## config.mk

```make
export PLATFORM = sky130hd
export DESIGN_NAME = spu_sm_norm
export DESIGN_NICKNAME = d
export VERILOG_FILES = /design/src/rtl/spu_sm_norm.sv
export SDC_FILE = /design/constraint.sdc
export NUM_CORES = 2
export LEC_CHECK = 0
export CELL_PAD_IN_SITES_DETAIL_PLACEMENT = 2
export CELL_PAD_IN_SITES_GLOBAL_PLACEMENT = 2
export CORE_UTILIZATION = 44
export CTS_BUF_LIST = sky130_fd_sc_hd__clkbuf_2 sky130_fd_sc_hd__clkbuf_4 sky130_fd_sc_hd__clkbuf_8
export CTS_CLUSTER_DIAMETER = 60
export CTS_CLUSTER_SIZE = 20
export DETAILED_ROUTE_END_ITERATION = 7
export PLACE_DENSITY_LB_ADDON = 0.1
export SYNTH_ARGS = -nofsm -noshare
export SYNTH_HDL_FRONTEND = slang
export SYNTH_SLANG_ARGS = --single-unit
```

## constraint.sdc

```tcl
create_clock -name core_clk -period 14.51 [get_ports core_clk]
set_clock_uncertainty 0.1 [all_clocks]
set_input_delay 1.451 -clock core_clk [delete_from_list [all_inputs] [get_ports core_clk]]
set_output_delay 1.451 -clock core_clk [all_outputs]
set_load 0.01 [all_outputs]
```

## src/rtl/spu_sm_norm.sv

```systemverilog
// Softmax normalization stage.
// Sums the 8-lane exp values of a row, then forms reciprocal = floor(2^24 / sum)
// with a restoring divider. Re-streamed exp values are scaled by that reciprocal
// to give 8-lane uint8 probabilities. The shared sm_state controller sequences
// the three phases.
module spu_sm_norm #(
    parameter int ACC_W  = 20,
    parameter int RECI_W = 16
) (
    input  logic       core_clk,
    input  logic       rst_n,
    input  logic [2:0] sm_state,
    input  logic       din_valid,
    input  logic [7:0] din_q_0,
    input  logic [7:0] din_q_1,
    input  logic [7:0] din_q_2,
    input  logic [7:0] din_q_3,
    input  logic [7:0] din_q_4,
    input  logic [7:0] din_q_5,
    input  logic [7:0] din_q_6,
    input  logic [7:0] din_q_7,
    input  logic [3:0] output_scale_shift,
    output logic       reci_done,
    output logic       dout_valid,
    output logic [7:0] dout_q_0,
    output logic [7:0] dout_q_1,
    output logic [7:0] dout_q_2,
    output logic [7:0] dout_q_3,
    output logic [7:0] dout_q_4,
    output logic [7:0] dout_q_5,
    output logic [7:0] dout_q_6,
    output logic [7:0] dout_q_7
);

    localparam int PROD_W = 8 + RECI_W;
    localparam int QUO_W  = 25;
    localparam logic [QUO_W-1:0] DIVIDEND = QUO_W'(1) << 24;
    localparam logic [4:0] LAST_STEP = 5'(QUO_W - 1);

    typedef enum logic [2:0] {
        SM_IDLE    = 3'b000,
        SM_STAGE_A = 3'b001,
        SM_RECI    = 3'b011,
        SM_STAGE_B = 3'b100,
        SM_MAX     = 3'b101
    } smState_e;

    typedef enum logic [1:0] {
        DIV_IDLE,
        DIV_BUSY,
        DIV_DONE
    } divState_e;

    smState_e smState;
    smState_e prevState_q;
    logic     enteringReci;

    logic [7:0] din [8];

    logic [10:0]      laneSum;
    logic [ACC_W:0]   sumWide;
    logic [ACC_W-1:0] sum_q, sum_d;

    divState_e         divState_q, divState_d;
    logic [4:0]        cnt_q, cnt_d;
    logic [QUO_W-1:0]  divd_q, divd_d;
    logic [ACC_W-1:0]  divisor_q, divisor_d;
    logic [ACC_W-1:0]  rem_q, rem_d;
    logic [QUO_W-2:0]  quo_q, quo_d;
    logic [RECI_W-1:0] reci_q, reci_d;
    logic [ACC_W:0]    trial;
    logic              trialGeq;
    logic [QUO_W-1:0]  quoNext;
    logic [ACC_W-1:0]  remNext;

    logic              accept;
    logic [3:0]        shiftClamped;
    logic              v1_q;
    logic [3:0]        s1_q;
    logic [PROD_W-1:0] prod_q [8];
    logic [PROD_W:0]   roundConst;
    logic [7:0]        dout_d [8];
    logic              doutValid_q;
    logic [7:0]        dout_q [8];

    assign smState = smState_e'(sm_state);

    assign din[0] = din_q_0;
    assign din[1] = din_q_1;
    assign din[2] = din_q_2;
    assign din[3] = din_q_3;
    assign din[4] = din_q_4;
    assign din[5] = din_q_5;
    assign din[6] = din_q_6;
    assign din[7] = din_q_7;

    // Remember last cycle's state so RECI entry can be seen as an edge.
    always_ff @(posedge core_clk or negedge rst_n) begin
        if (!rst_n) prevState_q <= SM_IDLE;
        else        prevState_q <= smState;
    end

    assign enteringReci = (smState == SM_RECI) && (prevState_q != SM_RECI);

    // Saturating row sum: cleared in IDLE/MAX, grows on valid STAGE_A beats.
    always_comb begin
        laneSum = '0;
        for (int i = 0; i < 8; i++) laneSum = laneSum + 11'(din[i]);
        sumWide = {1'b0, sum_q} + (ACC_W+1)'(laneSum);
        sum_d   = sum_q;
        if (smState == SM_IDLE || smState == SM_MAX) begin
            sum_d = '0;
        end else if (smState == SM_STAGE_A && din_valid) begin
            sum_d = sumWide[ACC_W] ? '1 : sumWide[ACC_W-1:0];
        end
    end

    // Accumulator register.
    always_ff @(posedge core_clk or negedge rst_n) begin
        if (!rst_n) sum_q <= '0;
        else        sum_q <= sum_d;
    end

    // Divider control: load on entry, 25 restoring steps, abort when RECI is left.
    always_comb begin
        trial     = {rem_q, divd_q[QUO_W-1]};
        trialGeq  = trial >= {1'b0, divisor_q};
        quoNext   = {quo_q, trialGeq};
        remNext   = trialGeq ? ACC_W'(trial - {1'b0, divisor_q}) : trial[ACC_W-1:0];

        divState_d = divState_q;
        cnt_d      = cnt_q;
        divd_d     = divd_q;
        divisor_d  = divisor_q;
        rem_d      = rem_q;
        quo_d      = quo_q;
        reci_d     = reci_q;

        if (enteringReci) begin
            divState_d = DIV_BUSY;
            cnt_d      = '0;
            divd_d     = DIVIDEND;
            divisor_d  = sum_q;
            rem_d      = '0;
            quo_d      = '0;
        end else if (smState != SM_RECI) begin
            divState_d = DIV_IDLE;
        end else if (divState_q == DIV_BUSY) begin
            divd_d = {divd_q[QUO_W-2:0], 1'b0};
            rem_d  = remNext;
            quo_d  = quoNext[QUO_W-2:0];
            cnt_d  = cnt_q + 5'd1;
            if (cnt_q == LAST_STEP) begin
                reci_d     = (|quoNext[QUO_W-1:RECI_W]) ? '1 : quoNext[RECI_W-1:0];
                divState_d = DIV_DONE;
            end
        end
    end

    // Divider state and datapath registers.
    always_ff @(posedge core_clk or negedge rst_n) begin
        if (!rst_n) begin
            divState_q <= DIV_IDLE;
            cnt_q      <= '0;
            divd_q     <= '0;
            divisor_q  <= '0;
            rem_q      <= '0;
            quo_q      <= '0;
            reci_q     <= '0;
        end else begin
            divState_q <= divState_d;
            cnt_q      <= cnt_d;
            divd_q     <= divd_d;
            divisor_q  <= divisor_d;
            rem_q      <= rem_d;
            quo_q      <= quo_d;
            reci_q     <= reci_d;
        end
    end

    assign reci_done = (divState_q == DIV_DONE);

    assign accept       = din_valid && (smState == SM_STAGE_B);
    assign shiftClamped = (output_scale_shift > 4'd8) ? 4'd8 : output_scale_shift;

    // Stage 1: multiply each lane by the reciprocal and tag the beat valid.
    always_ff @(posedge core_clk or negedge rst_n) begin
        if (!rst_n) begin
            v1_q <= 1'b0;
            s1_q <= '0;
            for (int i = 0; i < 8; i++) prod_q[i] <= '0;
        end else begin
            v1_q <= accept;
            if (accept) begin
                s1_q <= shiftClamped;
                for (int i = 0; i < 8; i++) prod_q[i] <= PROD_W'(din[i]) * PROD_W'(reci_q);
            end
        end
    end

    // Round-half-up and shift each product down to the 8-bit output scale.
    always_comb begin
        roundConst = (PROD_W+1)'(1) << (5'd23 - {1'b0, s1_q});
        for (int i = 0; i < 8; i++) begin
            dout_d[i] = 8'(({1'b0, prod_q[i]} + roundConst) >> (5'd24 - {1'b0, s1_q}));
        end
    end

    // Stage 2: register the scaled lanes; they hold while no beat arrives.
    always_ff @(posedge core_clk or negedge rst_n) begin
        if (!rst_n) begin
            doutValid_q <= 1'b0;
            for (int i = 0; i < 8; i++) dout_q[i] <= '0;
        end else begin
            doutValid_q <= v1_q;
            if (v1_q) begin
                for (int i = 0; i < 8; i++) dout_q[i] <= dout_d[i];
            end
        end
    end

    assign dout_valid = doutValid_q;
    assign dout_q_0   = dout_q[0];
    assign dout_q_1   = dout_q[1];
    assign dout_q_2   = dout_q[2];
    assign dout_q_3   = dout_q[3];
    assign dout_q_4   = dout_q[4];
    assign dout_q_5   = dout_q[5];
    assign dout_q_6   = dout_q[6];
    assign dout_q_7   = dout_q[7];

endmodule

```

# ---- Word-level counts from Yosys, hierarchy flattened
# Index checks and enable logic that the tools add are counted.
dict set report word_totals {
  out_inout_bits 66
  word_cells 114
  in_bits 74
  ff_bits 397
}
dict set report op_classes {
  eq_ne 10
  mux 22
  mul 8
  n_addsub 20
  order_cmp 2
  n_reduce_logical 13
  bitwise_logic 2
  shifts 9
}
# operator n
set op_table {}
lappend op_table {{24-bit by 25-bit adder with 25-bit output} 8}
lappend op_table {{25-bit by 5-bit >> shifter with 8-bit output} 8}
lappend op_table {{8-bit by 16-bit multiplier with 24-bit output} 8}
lappend op_table {{20-bit two-way mux} 7}
lappend op_table {{25-bit two-way mux} 3}
lappend op_table {{24-bit two-way mux} 3}
lappend op_table {{11-bit by 8-bit adder with 11-bit output} 4}
lappend op_table {{1-bit by 5-bit << shifter with 25-bit output (first input constant)} 1}
lappend op_table {{20-bit by 11-bit adder with 21-bit output} 1}
lappend op_table {{21-bit by 20-bit greater-or-equal comparator with 1-bit output} 1}
lappend op_table {{20-bit subtractor} 1}
lappend op_table {{16-bit two-way mux} 1}
lappend op_table {{5-bit two-way mux} 3}
lappend op_table {{10-bit by 8-bit adder with 11-bit output} 1}
lappend op_table {{9-bit by 8-bit adder with 10-bit output} 1}
lappend op_table {{5-bit by 4-bit subtractor with 5-bit output (first input constant)} 2}
lappend op_table {{8-bit by 8-bit adder with 9-bit output} 1}
lappend op_table {{9-bit OR reduction} 1}
lappend op_table {{2-bit two-way mux} 4}
lappend op_table {{3-bit == test (second input constant)} 2}
lappend op_table {{3-bit by 2-bit != test with 1-bit output (second input constant)} 2}
lappend op_table {{3-bit nonzero test} 2}
lappend op_table {{5-bit by 1-bit adder with 5-bit output (second input constant)} 1}
lappend op_table {{5-bit == test (second input constant)} 1}
lappend op_table {{other kinds (14)} 19}

# ---- Logic depth before layout (Yosys ltp)
dict set report logic_depth {
  depth_word 11
  mapped_depth 23
  depth_no_buf 21
}

# ---- Worst setup path after synthesis
# Ideal clock, no wire load.
dict set report synth_timing {
  kind {input to register}
  from {input port din_q_0[2]}
  to {register sum_q[10]}
  required_time_ns 14.290
  slack_ns 7.768
  path_stages 23
  setup_time_ns 0.120
  arrival_time_ns 6.522
  path_buffers 2
  path_cell_list {clkbuf_1 inv_1 fa_1 inv_1 fa_1 fa_1 inv_1 fa_1 inv_1 ha_1 fa_1 a21o_1 a21oi_1 o21bai_1 a21oi_1 o21bai_1 a21oi_1 nor2_1 o311ai_1 nor2_1 clkbuf_1 o21ai_0 nand2_1}
}
dict set report synth_via {
  elab_chain_len 11
}
# element line_no
set synth_rtl {}
lappend synth_rtl {{from (decl)} 14} ;# input logic [7:0] din_q_0,
lappend synth_rtl {{8-bit by 8-bit adder with 9-bit output} 108} ;# for (int i = 0; i < 8; i++) laneSum = laneSum + 11'(din[i]);
lappend synth_rtl {{9-bit by 8-bit adder with 10-bit output} 108}
lappend synth_rtl {{10-bit by 8-bit adder with 11-bit output} 108}
lappend synth_rtl {{11-bit by 8-bit adder with 11-bit output (4 in series)} 108}
lappend synth_rtl {{20-bit by 11-bit adder with 21-bit output} 109} ;# sumWide = {1'b0, sum_q} + (ACC_W+1)'(laneSum);
lappend synth_rtl {{20-bit two-way mux} 114} ;# sum_d = sumWide[ACC_W] ? '1 : sumWide[ACC_W-1:0];
lappend synth_rtl {{20-bit two-way mux} 113} ;# end else if (smState == SM_STAGE_A && din_valid) begin
lappend synth_rtl {{20-bit two-way mux} 111} ;# if (smState == SM_IDLE || smState == SM_MAX) begin
lappend synth_rtl {{to (signal assigned)} 121} ;# else sum_q <= sum_d;
lappend synth_rtl {{to (decl)} 62} ;# logic [ACC_W-1:0] sum_q, sum_d;
# No other way between the ends. The select of a mux whose other input is x is not followed.
# A chain may end at the register's enable or synchronous reset.

# ---- Worst setup path after layout
dict set report layout_timing {
  from {input port din_q_2[1]}
  to {register sum_q[5]}
}
dict set report layout_via {
  elab_chain_len 10
}
# element line_no
set layout_rtl {}
lappend layout_rtl {{from (decl)} 16} ;# input logic [7:0] din_q_2,
lappend layout_rtl {{9-bit by 8-bit adder with 10-bit output} 108}
lappend layout_rtl {{10-bit by 8-bit adder with 11-bit output} 108}
lappend layout_rtl {{11-bit by 8-bit adder with 11-bit output (4 in series)} 108}
lappend layout_rtl {{20-bit by 11-bit adder with 21-bit output} 109}
lappend layout_rtl {{20-bit two-way mux} 114}
lappend layout_rtl {{20-bit two-way mux} 113}
lappend layout_rtl {{20-bit two-way mux} 111}
# No other way between the ends. The select of a mux whose other input is x is not followed.

==> results.sh <==
export IMPL_outcome="complete, but fails checks"
export IMPL_failed_checks="capacitance limit"
export IMPL_hold_buffers=0
export IMPL_ff_latch_area_um2=9360
export IMPL_rr_endpoint="prod_q[92]"
export IMPL_final_cell_mix="1,022 x nand2_1, 874 x inv_1, 736 x fa_1"
export IMPL_syn_to_final_growth_pct=7.58
export IMPL_timing_critical_path_slowest_stage_cell="clkdlybuf4s50_1"
export IMPL_wl_um=294000
export IMPL_synth_top_family_by_area="adder cells"
export IMPL_dp_cells=9598
export IMPL_synthAdderAreaFrac_pct=34.0
export IMPL_cpPeakStageDelay_ns=1.12
export IMPL_fill_cells=16100
export IMPL_post_cts_buffers=0
export IMPL_grtUsageTotal_pct=39.1
export IMPL_die_w_um=386
export IMPL_synthFlopType="dfrtp_1"
export IMPL_clk_path_buf_depth=3
export IMPL_synth_xor_area_share_pct=4.14
export IMPL_ys_top_cells_by_area="fa_1 23%, dfrtp_1 14%, ha_1 11%"
export IMPL_synth_seq_cells=373
export IMPL_start_kind="input port"
export IMPL_worstPathCellList="clkdlybuf4s50_1, inv_1, fa_1, inv_1, fa_1, fa_1, inv_1, fa_1, inv_1, ha_1, fa_1, a21o_1, a21oi_1, o21bai_1, a21oi_1, o21bai_1, a21oi_1, nor2_1, o311ai_1, nor2_1, o21ai_0, nand2_1"
export IMPL_grtUsageMet3_pct=6.84
export IMPL_rsz0062_at_grt="false"
export IMPL_period_share_pct=57.4
export IMPL_pwr_density_cell_nw_per_um2=78.7
export IMPL_antenna_left=0
export IMPL_drc=0
export IMPL_fmax_ghz=0.120
export IMPL_synthDistinctLibCells=106
export IMPL_synth_simple_gate_area_share_pct=19.3
export IMPL_yosysTopAreaCell="fa_1"
export IMPL_clkLatencyLatePin_ns=0.82
export IMPL_first_global_vias=69000
export IMPL_gp_congestion=0.941
export IMPL_io_buffers=139
export IMPL_crit_arrival_ns=8.92
export IMPL_multi_input_comb_area_um2=51200
export IMPL_cts_buffers=56
export IMPL_core_area_um2=146000
export IMPL_wl_per_cell_um=30.3
export IMPL_synth_compound_area_share_pct=17.6
export IMPL_ys_seq_area_share_pct=14.4
export IMPL_grt_max_degree=131
export IMPL_hold_viol_final=0
export IMPL_htreeDepth=2
export IMPL_maxCapViolations=1
export IMPL_initial_core_util_pct=44.5
export IMPL_timing_rr_start="reci_q[5]"
export IMPL_synth_top_area_share_pct=22.7
export IMPL_hold_end="prod_q[36]"
export IMPL_cpMostUsedCell="fa_1"
export IMPL_hpwlAfterDp_um=215000
export IMPL_hp_class="reg2reg"
export IMPL_worst_pin_slew_ns=1.45
export IMPL_grt_pass1_wl_um=446000
export IMPL_fin_hold_ws_ns=0.383
export IMPL_num_vias=61400
export IMPL_synth_async_reset_ratio_pct=100
export IMPL_first_iter_violations=4912
export IMPL_syn_inst=7758
export IMPL_hp_start="prod_q[36]"
export IMPL_cp_max_fo=17
export IMPL_cts_resized=0
export IMPL_syn_area_um2=65000
export IMPL_critPathLaunch="din_q_2[1]"
export IMPL_grt_antenna_before_repair=30
export IMPL_report_final_slew_viol_count=0
export IMPL_nNetsFinal=9138
export IMPL_dieHeight_um=386
export IMPL_p_total_w=0.00550
export IMPL_gr_max_usage_layer="met2"
export IMPL_vias_per_cell=6.33
export IMPL_final_common_cell="nand2_1"
export IMPL_required_ns=15.09
export IMPL_clkTransAtPathRegs_ns=0.10
export IMPL_muxShareOfSynthArea_pct=3.11
export IMPL_syn_avg_cell_area_um2=8.38
export IMPL_grtUsageMet2_pct=62.4
export IMPL_path_class="in2reg"
export IMPL_drt_pass1_iter_count=6
export IMPL_min_period_ns=8.34
export IMPL_ir_drop_mv=0.130
export IMPL_end_kind="flip-flop"
export IMPL_cts_root_buf="clkbuf_8"
export IMPL_clock_sinks=373
export IMPL_rrSetupSlack_ns=7.01
export IMPL_p_leak_nw=34.9
export IMPL_synth_edf_count=0
export IMPL_slew_limit_headroom_pct=0.649
export IMPL_dieArea_um2=149000
export IMPL_use_met1_pct=50.4
export IMPL_rows=140
export IMPL_cts_tree="yes"
export IMPL_synth_warnings=0
export IMPL_min_path_cells=2
export IMPL_overflow=0
export IMPL_rr_worst_depth=16
export IMPL_drive_gt1_share_pct=5.20
export IMPL_pin_count=140
export IMPL_setup_viol=0
export IMPL_tns_ns=0
export IMPL_final_cells=9708
==> per-layer routing <==
metal | wire (um) | share of wire (%)
met4 | 17900 | 6.1
met2 | 134000 | 45
met5 | 222 | 0.075
met1 | 122000 | 41
met3 | 20700 | 7.0
==> cell families (layout without fill, tap and decap cells) <==
| family | Yosys count | after routing |
|---|---|---|
| and+or+nand+nor | 2598 | 2598 |
| AOI/OAI and AO/OA | 1705 | 1705 |
| adders and majority gates | 1325 | 1325 |
| buffers and inverters | 1285 | 1243 |
| DFF | 373 | 373 |
| xor gates and xnor gates | 307 | 307 |
| muxes | 163 | 163 |
| other | 2 | 77 |
==> critical path, delay by kind of cell <==
family,cells,cell delay (ns)
compound gates,8,2.48
simple gates,3,0.75
buf+inv,5,1.64
fa+ha+maj,6,2.59
==> cell usage after synthesis (40+ instances only) <==
master and instances:
nand2_1 1023, inv_1 876, fa_1 736, and2_1 668, ha_1 589, o21ai_0 404, nor2_1 389, dfrtp_1 373
clkbuf_1 362, a21oi_1 333, xnor2_1 162, xor2_1 145, a21o_1 128, nand3_1 114, nor3_1 103, a211oi_1 100
mux2i_1 96, a31oi_1 69, nand2b_1 64, o21a_1 64, o211ai_1 62, nor2b_1 48, and3_1 43, mux2_2 40
o31ai_1 40
==> final cells by class <==
class	count	area share (%)
multi-input cells	6170	73.2
flip-flops and latches	373	13.4
inverters	878	4.72
well taps	1917	3.43
repair buffers	260	3.31
clock buffers	57	1.11
clock inverters	48	0.855
diodes	5	0.0179
==> flip-flops by register name, indices dropped and copies added (netlist names), 3 cells and up <==
signal / cells
dout_q_2: 8
dout_q_7: 8
dout_q_1: 8
s1_q: 4
reci_q: 16
cnt_q: 5
dout_q_4: 8
prevState_q: 3
quo_q: 24
prod_q: 192
dout_q_6: 8
dout_q_0: 8
sum_q: 20
divisor_q: 20
rem_q: 20
dout_q_5: 8
dout_q_3: 8
==> how the worst max path moves through the flow <==
stage,endpoint,slack [ns],cells past startpoint
floorplan,sum_q[10],7.77,23
global placement,sum_q[15],6.13,22
detailed placement,sum_q[5],5.76,22
CTS,sum_q[5],6.41,22
global route,sum_q[5],5.91,22
finish,sum_q[5],6.17,22
==> power by group <==
group	switching (W)	total [W]	internal (W)
sequential	0.0000859	0.00122	0.00113
combinational	0.00207	0.00318	0.00111
clock	0.000652	0.00110	0.000452
total	0.00281	0.00550	0.00269
==> per-stage QoR <==
step	instance area [um^2]	util, %	setup WS [ns]
final	69900	47.9	6.17
after global routing	69900	47.9	5.91
after CTS	69900	47.9	6.41
after detailed placement	68600	46.9	5.76
after global placement	68600	46.9	6.13
after floorplan	65300	-	7.77
Power figures use the tool's default switching activity.
